<file path="src/rtl/smux_pkg.sv">
// Shared types and constants for the SMUX round-robin arbiter slice.
package smux_pkg;

  typedef enum logic [1:0] {
    IDLE    = 2'd0,
    GRANT_A = 2'd1,
    GRANT_B = 2'd2
  } smux_state_t;

  typedef enum logic {
    REQ_B = 1'b0,
    REQ_A = 1'b1
  } smux_req_id_t;

  localparam logic SEL_A = 1'b1;
  localparam logic SEL_B = 1'b0;

endpackage

</file>
<file path="src/rtl/smux_if.sv">
// Requester/consumer bundle for the SMUX arbiter; producers and consumer drive the master side.
interface smux_if #(
  parameter int WIDTH = 8
);
  logic             req_a;
  logic [WIDTH-1:0] data_a;
  logic             req_b;
  logic [WIDTH-1:0] data_b;
  logic             gnt_a;
  logic             gnt_b;
  logic             sel;
  logic             out_valid;
  logic [WIDTH-1:0] out_data;
  logic             out_ready;

  modport master (
    output req_a, data_a, req_b, data_b, out_ready,
    input  gnt_a, gnt_b, sel, out_valid, out_data
  );

  modport slave (
    input  req_a, data_a, req_b, data_b, out_ready,
    output gnt_a, gnt_b, sel, out_valid, out_data
  );
endinterface

</file>
<file path="src/rtl/smux_bus.sv">
// Behavioural WIDTH-bit 2:1 select mux; sel = 1 routes a, sel = 0 routes b.
module smux_bus #(
  parameter int WIDTH = 8
) (
  output logic [WIDTH-1:0] out,
  input  logic [WIDTH-1:0] a,
  input  logic [WIDTH-1:0] b,
  input  logic             sel
);

  always_comb begin
    out = sel ? a : b;
  end

endmodule

</file>
<file path="src/rtl/smux_arbiter.sv">
// Round-robin arbiter owning the select line of a shared 2:1 mux, with a per-tenure hold limit.
module smux_arbiter
  import smux_pkg::*;
#(
  parameter int WIDTH    = 8,
  parameter int MAX_HOLD = 4
) (
  input  logic   clk,
  input  logic   rst,
  smux_if.slave  bus
);

  localparam int              CW        = $clog2(MAX_HOLD + 1);
  localparam logic [CW-1:0]   HOLD_LAST = CW'(MAX_HOLD - 1);

  smux_state_t  state;
  smux_state_t  state_next;
  logic [CW-1:0] hold_cnt;
  smux_req_id_t last_gnt;
  logic         xfer;
  logic         tenure_end;
  logic         grant_entry;

  always_ff @(posedge clk or posedge rst) begin
    if (rst) begin
      state <= IDLE;
    end else begin
      state <= state_next;
    end
  end

  always_comb begin
    state_next = state;
    tenure_end = 1'b0;
    unique case (state)
      IDLE: begin
        if (bus.req_a && bus.req_b) begin
          state_next = (last_gnt == REQ_B) ? GRANT_A : GRANT_B;
        end else if (bus.req_a) begin
          state_next = GRANT_A;
        end else if (bus.req_b) begin
          state_next = GRANT_B;
        end
      end
      GRANT_A: begin
        tenure_end = !bus.req_a || (xfer && (hold_cnt == HOLD_LAST));
        if (tenure_end) begin
          state_next = bus.req_b ? GRANT_B : (bus.req_a ? GRANT_A : IDLE);
        end
      end
      GRANT_B: begin
        tenure_end = !bus.req_b || (xfer && (hold_cnt == HOLD_LAST));
        if (tenure_end) begin
          state_next = bus.req_a ? GRANT_A : (bus.req_b ? GRANT_B : IDLE);
        end
      end
      default: state_next = IDLE;
    endcase
    // Re-entering the same grant after hold expiry counts as a fresh entry.
    grant_entry = (state_next != IDLE) && ((state_next != state) || tenure_end);
  end

  always_comb begin
    bus.gnt_a     = (state == GRANT_A);
    bus.gnt_b     = (state == GRANT_B);
    bus.sel       = (state == GRANT_A) ? SEL_A : SEL_B;
    bus.out_valid = ((state == GRANT_A) && bus.req_a) || ((state == GRANT_B) && bus.req_b);
  end

  assign xfer = bus.out_valid && bus.out_ready;

  always_ff @(posedge clk or posedge rst) begin
    if (rst) begin
      hold_cnt <= '0;
      last_gnt <= REQ_B;
    end else if (grant_entry) begin
      hold_cnt <= '0;
      last_gnt <= (state_next == GRANT_A) ? REQ_A : REQ_B;
    end else if (xfer) begin
      hold_cnt <= CW'(hold_cnt + 1'b1);
    end
  end

  smux_bus #(
    .WIDTH (WIDTH)
  ) u_bus (
    .out (bus.out_data),
    .a   (bus.data_a),
    .b   (bus.data_b),
    .sel (bus.sel)
  );

endmodule

</file>
<file path="src/flat_wrapper.sv">
// flat-port wrapper written by rule: the top's interface ports become plain ports
module smux_arbiter_flat import smux_pkg::*;
#(
  parameter int WIDTH    = 8,
  parameter int MAX_HOLD = 4
)
  (clk, rst, bus_req_a, bus_data_a, bus_req_b, bus_data_b, bus_out_ready, bus_gnt_a, bus_gnt_b, bus_sel, bus_out_valid, bus_out_data);
  smux_if #(.WIDTH(WIDTH)) bus_i ();
  input  logic clk;
  input  logic rst;
  input wire logic [$bits(bus_i.req_a)-1:0] bus_req_a;
  input wire logic [$bits(bus_i.data_a)-1:0] bus_data_a;
  input wire logic [$bits(bus_i.req_b)-1:0] bus_req_b;
  input wire logic [$bits(bus_i.data_b)-1:0] bus_data_b;
  input wire logic [$bits(bus_i.out_ready)-1:0] bus_out_ready;
  output wire logic [$bits(bus_i.gnt_a)-1:0] bus_gnt_a;
  output wire logic [$bits(bus_i.gnt_b)-1:0] bus_gnt_b;
  output wire logic [$bits(bus_i.sel)-1:0] bus_sel;
  output wire logic [$bits(bus_i.out_valid)-1:0] bus_out_valid;
  output wire logic [$bits(bus_i.out_data)-1:0] bus_out_data;
  assign bus_i.req_a = bus_req_a;
  assign bus_i.data_a = bus_data_a;
  assign bus_i.req_b = bus_req_b;
  assign bus_i.data_b = bus_data_b;
  assign bus_i.out_ready = bus_out_ready;
  assign bus_gnt_a = bus_i.gnt_a;
  assign bus_gnt_b = bus_i.gnt_b;
  assign bus_sel = bus_i.sel;
  assign bus_out_valid = bus_i.out_valid;
  assign bus_out_data = bus_i.out_data;
  smux_arbiter #(.WIDTH(WIDTH), .MAX_HOLD(MAX_HOLD)) u_core (.clk(clk), .rst(rst), .bus(bus_i));
endmodule
</file>
<file path="config.mk">
export PLATFORM = sky130hd
export DESIGN_NAME = smux_arbiter_flat
export DESIGN_NICKNAME = d
export VERILOG_FILES = /design/src/rtl/smux_pkg.sv /design/src/rtl/smux_if.sv /design/src/rtl/smux_bus.sv /design/src/rtl/smux_arbiter.sv /design/src/flat_wrapper.sv
export SDC_FILE = /design/constraint.sdc
export NUM_CORES = 1
export LEC_CHECK = 0
export BUFFER_PORTS_ARGS = -buffer_cell sky130_fd_sc_hd__clkbuf_2
export CAP_MARGIN = 20
export CORE_ASPECT_RATIO = 1.2
export CORE_MARGIN = 3
export CORE_UTILIZATION = 30
export DETAILED_ROUTE_END_ITERATION = 10
export GPL_TIMING_DRIVEN = 0
export SLEW_MARGIN = 20
export SYNTH_ARGS = -nofsm -noshare
export SYNTH_HDL_FRONTEND = slang
export SYNTH_SLANG_ARGS = --single-unit
</file>
<file path="constraint.sdc">
create_clock -name clk -period 2.7 [get_ports clk]
set_input_delay 0 -clock clk [delete_from_list [all_inputs] [get_ports clk]]
set_output_delay 0 -clock clk [all_outputs]
set_load 0.05 [all_outputs]
</file>
# Yosys cells after proc, flatten, opt, wreduce, memory -nomap -nowiden
# Index checks and enable logic that the tools add are counted.
# W data, S select, Z words.
totals:
  out_inout_bits: 12
  reg_bits: 6
classes:
  muxes: 17
  add_sub_neg: 1
  n_eq_ne: 5
  n_reduce_logical: 15
op_table:
  columns: ["cell", "n"]
  rows:
  - ["$mux W2", 9]
  - ["$mux W8", 1]
  - ["$logic_and A1 B1 Y1", 6]
  - ["$mux W3", 2]
  - ["$pmux W2 S3", 1]
  - ["$eq A2 B1 Y1 const B", 2]
  - ["$logic_or A1 B1 Y1", 4]
  - ["$reduce_bool A2 Y1", 2]
  - ["$add A3 B1 Y3 const B", 1]
  - ["$eq A3 B2 Y1 const B", 1]
  - ["$mux W1", 3]
  - ["$eq A2 B2 Y1 const B", 1]
  - ["$logic_not A1 Y1", 2]
  - ["$logic_not A2 Y1", 1]
  - ["$ne A2 B2 Y1", 1]
  - ["$pmux W1 S2", 1]

# Depth between registers and ports, before layout
logic_depth:
  ltp_word: 12
  depth_mapped: 9

# Modules after synthesis
# Synthesis repeated with hierarchy kept, for this count alone.
unflattened:
  hier_cells: 77
  hier_area_um2: 734.5
modules_own_cells:
  columns: ["mod", "cells_each", "seq_area_each_um2", "area_each_um2", "instances"]
  rows:
  - ["smux_arbiter", 68, 150.1, 603.1, 1]
  - ["smux_bus", 9, 0.0, 131.4, 1]

# Least setup slack after synthesis
# OpenSTA, ideal clock, no wires.
synth_timing:
  kind: "register to register"
  from: "register u_core.state[0]"
  to: "register u_core.hold_cnt[2]"
  arrival_time_ps: 2595
  slack_ps: -14
  path_stages_with_launch: 9
  path_buffers: 0
  required_ps: 2581
  path_cell_list: "dfrtp_1 -> inv_1 -> ha_1 -> inv_1 -> o21ai_1 -> nand2_1 -> nand2_1 -> o21ai_0 -> and2_1"
synth_between:
  elab_chain_len: 12
  elab_cells_between_ends: 23
  classes_between: "eq/ne: 3; mux: 8; reduce/logical: 12"
synth_rtl:
  columns: ["element", "line", "rtl"]
  rows:
  - ["from (decl)", "smux_arbiter.sv:16", "smux_state_t state;"]
  - ["from (signal assigned)", "smux_arbiter.sv:28", "state <= state_next;"]
  - ["$eq A2 B2 Y1 (*)", null, null]
  - ["via bus_gnt_b", "flat_wrapper.sv:17", "output wire logic [$bits(bus_i.gnt_b)-1:0] bus_gnt_b;"]
  - ["$logic_and A1 B1 Y1 (*)", "smux_arbiter.sv:67", "bus.out_valid = ((state == GRANT_A) && bus.req_a) || ((state == GRANT_B) && bus.req_b);"]
  - ["$logic_or A1 B1 Y1 (*)", "smux_arbiter.sv:67", null]
  - ["via bus_out_valid", "flat_wrapper.sv:19", "output wire logic [$bits(bus_i.out_valid)-1:0] bus_out_valid;"]
  - ["$logic_and A1 B1 Y1 (*)", "smux_arbiter.sv:70", "assign xfer = bus.out_valid && bus.out_ready;"]
  - ["$logic_and A1 B1 Y1", "smux_arbiter.sv:46, smux_arbiter.sv:52", null]
  - ["$logic_or A1 B1 Y1 (on tied branches)", "smux_arbiter.sv:52, smux_arbiter.sv:46", null]
  - ["$mux W2 (on tied branches)", "smux_arbiter.sv:53, smux_arbiter.sv:47", null]
  - ["$pmux W2 S3", "smux_arbiter.sv:35", "unique case (state)"]
  - ["$ne A2 B2 Y1", "smux_arbiter.sv:60", "grant_entry = (state_next != IDLE) && ((state_next != state) || tenure_end);"]
  - ["$logic_or A1 B1 Y1", "smux_arbiter.sv:60", null]
  - ["$logic_and A1 B1 Y1", "smux_arbiter.sv:60", null]
  - ["$mux W3 / $reduce_bool A2 Y1 (equally long branches)", null, null]
  - ["to (signal assigned)", "smux_arbiter.sv:80", "hold_cnt <= CW'(hold_cnt + 1'b1);"]
  - ["to (decl)", "smux_arbiter.sv:18", "logic [CW-1:0] hold_cnt;"]
# Mark *: on every way through the listed nets, which the timed path passes. The rest lies on a longest branch.
# A chain may end at the register's enable or synchronous reset.

# Final worst setup path
layout_timing:
  from: "register u_core.state[1]"
  to: "register u_core.hold_cnt[1]"
layout_between:
  elab_chain_len: 12
  elab_cells_between_ends: 23
  classes_between: "eq/ne: 3; mux: 8; reduce/logical: 12"
layout_rtl:
  columns: ["element", "line"]
  rows:
  - ["$eq A2 B1 Y1 / $eq A2 B2 Y1 (equally long branches)", "smux_arbiter.sv:35, smux_arbiter.sv:67"]
  - ["$logic_and A1 B1 Y1", "smux_arbiter.sv:67"]
  - ["$logic_or A1 B1 Y1", "smux_arbiter.sv:67"]
  - ["$logic_and A1 B1 Y1", "smux_arbiter.sv:70"]
  - ["$logic_and A1 B1 Y1", "smux_arbiter.sv:46, smux_arbiter.sv:52"]
  - ["$logic_or A1 B1 Y1 (on tied branches)", "smux_arbiter.sv:52, smux_arbiter.sv:46"]
  - ["$mux W2 (on tied branches)", "smux_arbiter.sv:53, smux_arbiter.sv:47"]
  - ["$pmux W2 S3", "smux_arbiter.sv:35"]
  - ["$ne A2 B2 Y1", "smux_arbiter.sv:60"]
  - ["$logic_or A1 B1 Y1", "smux_arbiter.sv:60"]
  - ["$logic_and A1 B1 Y1", "smux_arbiter.sv:60"]
  - ["$mux W3 / $reduce_bool A2 Y1 (equally long branches)", null]
# Several ways; a longest one is shown, not always the timed one.

==> reports/metrics.cfg <==
[synthesis]
synth_warnings = 0
syn_inst = 75
synth_cell_type_count = 34
syn_area_sq_um = 671
syn-num-nets = 102
synth_seq_cells = 6
synth_area_per_cell_sq_um = 8.94
synth.yosys.seq_area_share_pct = 22.4

[die]
fp.dieW_um = 49.2
ios = 33
core_sq_um = 2090
die_y_um = 57.8
fp-row-count = 18
start_util_pct = 32.0
dieArea_sq_um = 2840

[clock_tree]
cts_resized = 0
insertion_delay_ns = 0.24
cts_root_buf = clkbuf_4
ctsLongestPathBuffers = 2
cts_setup_buffers = 0
htree_levels = 1
cts.sink_count = 6
cts_buffers = 3
path_clk_slew_ns = 0.05
cts_tree = yes
hold_buffers = 1

[run]
maxCapViolations = 0

[outcome]
outcome = finished clean

[final_layout]
drive_gt1_share_pct = 47.7
fin_nets = 140
area_delta_synth_final_pct = 34.9
antenna_cells = 0

[detailed_routing]
vias = 674
routed_wl_um = 1610
via_per_inst = 4.78
antenna_left = 0
drt_iter0_markers = 4
first_pass_iters = 4
wire_per_inst_um = 11.4
drc = 0

[global_routing]
grt_antenna_before_repair = 0
grt_max_degree = 11
grt_first_pass_wirelength_um = 2910
gr-total-overflow = 0
grt_pass1_vias = 676
track_usage_pct = 12.8

[critical_path]
path_max_fanout = 10
critical_path_required_ns = 2.88
slowest_delay_ns = 0.43
critPathLaunchType = flop
cpMaxStageDelayCell = dfrtp_1
cp_data_arrival_time_ns = 2.27
critPathCaptureType = flop
critPathKind = flop to flop
worstPathCellList = inv_2 -> ha_1 -> buf_2 -> nand2_1 -> o221ai_1 -> o21ai_0 -> a22oi_2 -> a21boi_2

[timing]
final_max_slew_viol_count = 0
fin_tns_setup_ns = 0
hold_viol_final = 0
finClkSkew_ns = 0.00602
rsz0062_at_grt = false
slew_headroom_pct = 76.1
finalSetupViolCount = 0
period_share_pct = 77.7
timing.final.ws_setup_ns = 0.603
post-route-min-period_ns = 2.10
fmax_mhz = 477
tightest_slew_ns = 0.356

[power_and_ir_drop]
ir_worst_vdd_mv = 0.477
powerDensity_nw_per_um2 = 1060
p_leak_nw = 0.456

[placement]
dp.final_hpwl_um = 1370
post-place-ws_ns = 0.602
portBuffers = 32
place_congestion = 0.731

[hold_path]
hold_class = primary input to flop

## per-stage QoR
step                      area, sq um  power (mW)  hold WS, ns  util, %  std cells
after global placement            872       0.872       -0.107     41.6        137
final                             905       0.955       0.0793     43.2        141
after floorplan                   674       0.735       -0.209        -         75
after CTS                         905       0.963       0.0762     43.2        141
after detailed placement          872       0.877      -0.0976     41.6        137
after global routing              905        1.04        0.113     43.2        141
## flip-flops by register name, indices dropped and copies added (netlist names)
name             cells
u_core.hold_cnt      3
u_core.last_gnt      1
u_core.state         2
## logic make-up (layout without fill, tap and decap cells)
group / after synthesis / after routing / synth area share [%]
xor gates and xnor gates: 1 / 1 / 1.31
AOI/OAI and AO/OA: 18 / 18 / 22.4
and+or+nand+nor: 22 / 22 / 16.0
muxes: 13 / 13 / 20.9
buffers and inverters: 9 / 45 / 5.78
adders and majority gates: 6 / 6 / 11.2
DFF: 6 / 6 / 22.4
## placed cells by master (no fill, tap or decap), drive strengths merged
cell type	synthesis	layout
a311oi	1	1
o21ba	1	1
nand2	6	6
nor2b	1	1
xnor2	1	1
mux2i	5	5
nand3	1	1
o211ai	1	1
buf	2	2
a221oi	1	1
inv	6	6
o221ai	1	1
dlygate4sd3	0	1
o22ai	1	1
mux2	8	8
nand2b	2	2
and2	2	2
ha	6	6
dfrtp	6	6
a211o	1	1
o21ai	5	5
clkbuf	0	35
nor2	6	6
nand3b	1	1
and3	1	1
a31oi	1	1
a22oi	1	1
a21boi	3	3
nor3	2	2
clkinv	1	1
o221a	1	1
## critical path: cells and delay by family (launching register included)
kind	cells	cell delay, ns
buffers and inverters	2	0.41
DFF	1	0.43
adders and majority gates	1	0.24
and+or+nand+nor	1	0.14
AOI/OAI and AO/OA	4	0.80
## cells in the mapped netlist
master | count | share of area, %
a211o_1 | 1 | 1.3
a21boi_1 | 1 | 1.1
a21boi_2 | 2 | 3.4
a221oi_2 | 1 | 2.2
a22oi_2 | 1 | 1.9
a311oi_1 | 1 | 1.3
a31oi_1 | 1 | 0.93
and2_1 | 2 | 1.9
and3_1 | 1 | 0.93
buf_2 | 1 | 0.75
buf_4 | 1 | 1.1
clkinv_1 | 1 | 0.56
dfrtp_1 | 6 | 22
ha_1 | 6 | 11
inv_1 | 5 | 2.8
inv_2 | 1 | 0.56
mux2_2 | 8 | 13
mux2i_1 | 5 | 7.5
nand2_1 | 6 | 3.4
nand2b_1 | 2 | 1.9
nand3_1 | 1 | 0.75
nand3b_1 | 1 | 1.1
nor2_1 | 5 | 2.8
nor2_2 | 1 | 0.93
nor2b_1 | 1 | 0.93
nor3_1 | 2 | 1.5
o211ai_1 | 1 | 1.1
o21ai_0 | 3 | 2.2
o21ai_1 | 2 | 1.5
o21ba_2 | 1 | 1.5
o221a_1 | 1 | 1.7
o221ai_1 | 1 | 1.3
o22ai_1 | 1 | 0.93
xnor2_1 | 1 | 1.3
## where the power goes
group	switching (mW)	internal, mW	leakage [nW]
registers	0.0367	0.118	0.0786
clock network	0.0317	0.0502	0.0138
logic	0.471	0.247	0.363
total	0.539	0.416	0.456
## worst paths after layout
path	startpoint	endpoint	slack, ns	cells past startpoint
setup / recovery	u_core.state[1]$_DFF_PP0_	u_core.hold_cnt[1]$_DFFE_PP0P_	0.60	8
hold / removal	bus_out_ready	u_core.hold_cnt[1]$_DFFE_PP0P_	0.08	3
setup reg to reg	u_core.state[1]$_DFF_PP0_	u_core.hold_cnt[1]$_DFFE_PP0P_	0.60	8
hold reg to reg	u_core.hold_cnt[1]$_DFFE_PP0P_	u_core.hold_cnt[1]$_DFFE_PP0P_	0.54	2
max in group asynchronous	rst	u_core.last_gnt$_DFFE_PP0P_	2.30	3
min in group asynchronous	rst	u_core.hold_cnt[1]$_DFFE_PP0P_	0.20	3
## metal layers
metal  vias to the layer above  track usage [%]  share of wire [%]
met1                       320             14.3                 39
met4                         0             3.66                  0
met5                         -                0                  0
met3                         0             2.31                2.1
met2                        10             24.5                 59
li1                        344                -                  -
## cell type report
cell class	instances	area, sq um
Buffer	2	12.5
Timing Repair Buffer	33	170
Inverter	7	26.3
Multi-Input combinational cell	60	485
Sequential cell	6	150
Tap cell	30	37.5
Clock buffer	3	22.5
Fill cell	219	1190
(Power assumes the default switching activity.)
